### config.mk
export PLATFORM = sky130hd
export DESIGN_NAME = mem_arbiter
export DESIGN_NICKNAME = d
export VERILOG_FILES = /design/src/rtl/mem_arbiter.sv
export SDC_FILE = /design/constraint.sdc
export NUM_CORES = 1
export LEC_CHECK = 0
export ABC_CLOCK_PERIOD_IN_PS = 5000
export BUFFER_PORTS_ARGS = -buffer_cell sky130_fd_sc_hd__buf_2
export CORE_MARGIN = 4
export CORE_UTILIZATION = 35
export CTS_CLUSTER_DIAMETER = 40
export DETAILED_ROUTE_END_ITERATION = 7
export HOLD_SLACK_MARGIN = 0.1
export PLACE_DENSITY_LB_ADDON = 0.25
export RECOVER_POWER = 50
export REMOVE_ABC_BUFFERS = 1
export SLEW_MARGIN = 10
export SYNTH_ARGS = -nofsm -noshare
export SYNTH_HDL_FRONTEND = slang
export SYNTH_SLANG_ARGS = --single-unit
### constraint.sdc
create_clock -name clk -period 5 [get_ports clk]
set_clock_uncertainty 0.1 [all_clocks]
set_input_delay 0.5 -clock clk [delete_from_list [all_inputs] [get_ports clk]]
set_output_delay 0.5 -clock clk [all_outputs]
set_load 0.05 [all_outputs]
### src/rtl/mem_arbiter.sv
// Round-robin arbiter sharing one fixed-latency memory between instruction fetch (I)
// and the data stage (D), with cancellation of fetches squashed by a taken branch.
module mem_arbiter #(
  parameter int LATENCY = 4,
  parameter int AW      = 16,
  parameter int DW      = 16
) (
  input  logic          clk,
  input  logic          rst_n,
  input  logic          if_req,
  input  logic [AW-1:0] if_addr,
  input  logic          if_flush,
  output logic          if_done,
  output logic [DW-1:0] if_rdata,
  input  logic          d_req,
  input  logic          d_we,
  input  logic [AW-1:0] d_addr,
  input  logic [DW-1:0] d_wdata,
  output logic          d_done,
  output logic [DW-1:0] d_rdata,
  output logic          mem_en,
  output logic          mem_we,
  output logic [AW-1:0] mem_addr,
  output logic [DW-1:0] mem_wdata,
  input  logic [DW-1:0] mem_rdata
);
  localparam int CW = $clog2(LATENCY + 1);

  typedef enum logic [1:0] {IDLE, BUSY, DONE} state_t;

  state_t        state_q, state_d;
  logic [CW-1:0] cnt_q, cnt_d;
  logic          owner_q, owner_d;   // 1 = D owns the access
  logic          last_q, last_d;     // 1 = last grant went to D
  logic          drop_q, drop_d;
  logic          if_done_q, if_done_d, d_done_q, d_done_d;
  logic [DW-1:0] if_rdata_q, if_rdata_d, d_rdata_q, d_rdata_d;
  logic          mem_en_q, mem_en_d, mem_we_q, mem_we_d;
  logic [AW-1:0] mem_addr_q, mem_addr_d;
  logic [DW-1:0] mem_wdata_q, mem_wdata_d;

  logic i_valid, grant_d, grant_i, last_cnt;

  // A fetch flushed in the same cycle it is presented is already stale.
  assign i_valid  = if_req && !if_flush;
  assign grant_d  = d_req && (!i_valid || !last_q);
  assign grant_i  = i_valid && !grant_d;
  assign last_cnt = (cnt_q == CW'(LATENCY - 1));

  always_ff @(posedge clk or negedge rst_n) begin
    if (!rst_n) begin
      state_q     <= IDLE;
      cnt_q       <= '0;
      owner_q     <= 1'b0;
      last_q      <= 1'b0;
      drop_q      <= 1'b0;
      if_done_q   <= 1'b0;
      d_done_q    <= 1'b0;
      if_rdata_q  <= '0;
      d_rdata_q   <= '0;
      mem_en_q    <= 1'b0;
      mem_we_q    <= 1'b0;
      mem_addr_q  <= '0;
      mem_wdata_q <= '0;
    end else begin
      state_q     <= state_d;
      cnt_q       <= cnt_d;
      owner_q     <= owner_d;
      last_q      <= last_d;
      drop_q      <= drop_d;
      if_done_q   <= if_done_d;
      d_done_q    <= d_done_d;
      if_rdata_q  <= if_rdata_d;
      d_rdata_q   <= d_rdata_d;
      mem_en_q    <= mem_en_d;
      mem_we_q    <= mem_we_d;
      mem_addr_q  <= mem_addr_d;
      mem_wdata_q <= mem_wdata_d;
    end
  end

  always_comb begin
    state_d = state_q;
    unique case (state_q)
      IDLE:    if (grant_i || grant_d) state_d = BUSY;
      BUSY:    if (last_cnt) state_d = DONE;
      DONE:    state_d = IDLE;
      default: state_d = IDLE;
    endcase
  end

  always_comb begin
    cnt_d       = cnt_q;
    owner_d     = owner_q;
    last_d      = last_q;
    drop_d      = drop_q;
    if_done_d   = 1'b0;
    d_done_d    = 1'b0;
    if_rdata_d  = if_rdata_q;
    d_rdata_d   = d_rdata_q;
    mem_en_d    = mem_en_q;
    mem_we_d    = mem_we_q;
    mem_addr_d  = mem_addr_q;
    mem_wdata_d = mem_wdata_q;
    unique case (state_q)
      IDLE: begin
        if (grant_i || grant_d) begin
          mem_en_d    = 1'b1;
          mem_we_d    = grant_d && d_we;
          mem_addr_d  = grant_d ? d_addr : if_addr;
          mem_wdata_d = grant_d ? d_wdata : '0;
          cnt_d       = '0;
          owner_d     = grant_d;
          last_d      = grant_d;
        end
      end
      BUSY: begin
        cnt_d = cnt_q + CW'(1);
        if (!owner_q && if_flush) drop_d = 1'b1;
        if (last_cnt) begin
          cnt_d    = '0;
          mem_en_d = 1'b0;
          mem_we_d = 1'b0;
          if (owner_q) begin
            d_done_d  = 1'b1;
            d_rdata_d = mem_we_q ? '0 : mem_rdata;
          end else if (!drop_q && !if_flush) begin
            // The access still runs to completion after a flush; only the result is discarded.
            if_done_d  = 1'b1;
            if_rdata_d = mem_rdata;
          end
        end
      end
      DONE:    drop_d = 1'b0;
      default: ;
    endcase
  end

  assign if_done   = if_done_q;
  assign if_rdata  = if_rdata_q;
  assign d_done    = d_done_q;
  assign d_rdata   = d_rdata_q;
  assign mem_en    = mem_en_q;
  assign mem_we    = mem_we_q;
  assign mem_addr  = mem_addr_q;
  assign mem_wdata = mem_wdata_q;
endmodule

==> impl_metrics.tcl <==
set metrics [dict create \
    status "finished, violations left" \
    violations "max-capacitance violations, max-slew violations" \
    h-tree-depth 3 \
    clkTransAtPathRegs_ns 0.09 \
    num_vias 2539 \
    route.detailed.drc 0 \
    cts_tree "built" \
    switching_share 0.502 \
    avgRoutedWirePerCell_um 16.6 \
    final_hold_viol_count 0 \
    overflow 0 \
    cts_buffer_depth 2 \
    die_width_um 105 \
    p_sw_w 0.00165 \
    core.rowCount 35 \
    synth_cell_type_count 31 \
    design_area_um2 4200 \
    leakagePower_nw 2.03 \
    r2r-start "cnt_q[0]$_DFFE_PN0P_" \
    place_hpwl_mm 5.59 \
    cts_hold_buf 0 \
    rr_worst_depth 5 \
    grt_pass1_vias 2581 \
    setup_violations 0 \
    critPathMaxFanout 35 \
    critPathArrivalTime_ns 2.67 \
    critical_path_class "in2reg" \
    p_int_w 0.00164 \
    area_growth_pct 27.1 \
    gr-usage-met1 0.202 \
    ant_nets 0 \
    fillers 915 \
    r2r_setup_slack_ns 2.94 \
    p_per_area_nw_per_um2 784 \
    final_nets 455 \
    clk_latency_ns 0.34 \
    holdPathEnd "mem_wdata[9]$_DFFE_PN0P_" \
    required_ns 5.08 \
    drt_iter0_drc 109 \
    dp_slack_ns 2.05 \
    die_y_um 105 \
    grt_max_degree 76 \
    final_cells 500 \
    io_pins 138 \
    peakVddDrop_uv 308 \
    cts_setup_buffers 0 \
    min-delay-start "d_wdata[9]" \
    timing.rr.end "d_rdata[6]$_DFFE_PN0P_" \
    first_pass_iters 4 \
    synthFlopType "dfrtp_1" \
    diodes 0 \
    drive_gt1_frac 0.406 \
    cts_buffers 9 \
    rsz0062_at_grt "false" \
    portBuffers 137 \
    placed_cells 484 \
    p_comb_frac 0.520 \
    grt_pass1_wl_mm 13.4 \
    clock_power_share 0.161 \
    syn_area_per_cell_um2 13.0 \
    vias_per_cell 5.08 \
    grtUsageMet2 0.234 \
    fin_crit_ns 2.59 \
    top_usage_layer "met2" \
    max_freq_ghz 0.385 \
    min_path_cells 2 \
    max_slew.worst_pin.slew_ns 1.87 \
    multiInputGateArea_um2 1290 \
    pwr-share-seq 0.319 \
    final-seq-area_um2 1880 \
    cap_violations 1 \
    hold_path.class "in2reg" \
    post-route-period-util 0.519 \
    met3_usage 0.0377 \
    postRouteWirelength_mm 8.32 \
    ctsResizeCount 0 \
    yosysSeqAreaShare 0.568 \
    syn-instance-count 255 \
    dpl-instance-area_um2 4030 \
    power.total_w 0.00329 \
    synth-edff-count 0 \
    cts_root_buf "clkbuf_8" \
    place.gp.congestion 0.719 \
    gr-usage-all-layers 0.150 \
    start_util 0.359 \
    finalWorstSetupSlack_ns 2.41 \
    cp-end-kind "flip-flop" \
    antenna_found_initial 0 \
    ys_ff_latch 75 \
    slew_viol_final 76 \
    slew_headroom -0.249 \
    cts.sinks 75 \
    core_um2 9200 \
    startpoint "d_req" \
    die-area_um2 11100 \
    async_flop_share 1.00 \
    syn-cell-area_um2 3310 \
    startpoint_type "input pin" \
    final.setup.tns_ns 0 \
    yosysWarnings 0 \
]
how the worst max path moves through the flow:
| stage | cells after the start | slack (ns) | to |
|---|---|---|---|
| 2_1_floorplan | 3 | 2.96 | cnt_q[0]$_DFFE_PN0P_ |
| 3_3_place_gp | 4 | 2.15 | cnt_q[1]$_DFFE_PN0P_ |
| 3_5_place_dp | 4 | 2.05 | cnt_q[0]$_DFFE_PN0P_ |
| 4_1_cts | 4 | 2.43 | cnt_q[0]$_DFFE_PN0P_ |
| 5_1_grt | 4 | 2.18 | cnt_q[1]$_DFFE_PN0P_ |
| 6_report | 4 | 2.41 | cnt_q[0]$_DFFE_PN0P_ |
through the flow:
step | util | hold slack, ns
after global placement | 0.438 | 0.359
after CTS | 0.463 | 0.241
after detailed placement | 0.438 | 0.364
after global routing | 0.457 | 0.256
after floorplan | - | 0.104
final | 0.457 | 0.267
Yosys cell counts, types with 2 or more instances:
cell type	instances	area, um2
mux2_4	9	135
nor2b_1	16	100
nand2_1	6	22.5
and2_1	16	100
a2bb2oi_1	16	140
o21ai_0	18	90.1
nand2b_1	2	12.5
buf_2	3	15.0
clkbuf_1	13	48.8
inv_1	6	22.5
a221oi_1	16	140
dfrtp_1	75	1880
o22ai_1	2	12.5
a21o_1	3	22.5
mux2_2	23	259
a22o_1	16	140
worst max-delay path, cell delays in order:
cell      delay, ns
buf_2          0.22
clkinv_1       0.75
a21oi_2        1.05
o22ai_1        0.15
final cells by class:
class / count / area share
Clock buffer: 10 / 0.0327
Clock inverter: 6 / 0.0211
Inverter: 7 / 0.00625
Multi-Input combinational cell: 154 / 0.307
Sequential cell: 75 / 0.447
Tap cell: 111 / 0.0330
Timing Repair Buffer: 137 / 0.154
cells in the final DEF (no fill, tap or decap), types with 2 or more instances in the layout:
master and count:
mux2_4 9, inv_1 6, nor2b_1 16, clkinvlp_4 2
a21o_1 3, clkbuf_8 10, mux2_2 23, clkbuf_1 32
nand2_1 6, buf_2 104, dfrtp_1 75, a221oi_1 16
and2_1 16, a2bb2oi_1 16, nand2b_1 2, a22o_1 16
bufinv_16 2, o22ai_1 2, o21ai_0 18
power by group through the flow:
| stage | sequential [W] | combinational [W] | clock (W) |
|---|---|---|---|
| floorplan | 0.00192 | 0.000467 | 0 |
| detailed placement | 0.00106 | 0.00177 | 0 |
| global placement | 0.00105 | 0.00174 | 0 |
| global route | 0.00109 | 0.00181 | 0.000565 |
| finish | 0.00105 | 0.00171 | 0.000529 |
| CTS | 0.00105 | 0.00177 | 0.000542 |
metal layers:
layer,up-vias,share of wire,wire (um)
met1,1239,0.46,3830
li1,1194,-,-
met5,-,0,0
met3,10,0.063,520
met2,96,0.46,3830
met4,0,0.016,137
flip-flops by register name, summed over array words and instances (netlist names), 2 cells and up:
signal	flops
cnt_q	3
d_rdata	16
if_rdata	16
mem_addr	16
mem_wdata	16
state_q	2
cells by family (layout without fill, tap and decap cells):
family                   Yosys count  after routing  synth area share
flip-flops                        75             75             0.568
AO/OA/AOI/OAI                     74             74             0.173
AND/OR/NAND/NOR                   47             47            0.0969
multiplexers                      32             32             0.119
buffers and inverters             26            160            0.0390
adder cells (fa/ha/maj)            1              1           0.00378
Power figures use the tool's default switching activity.
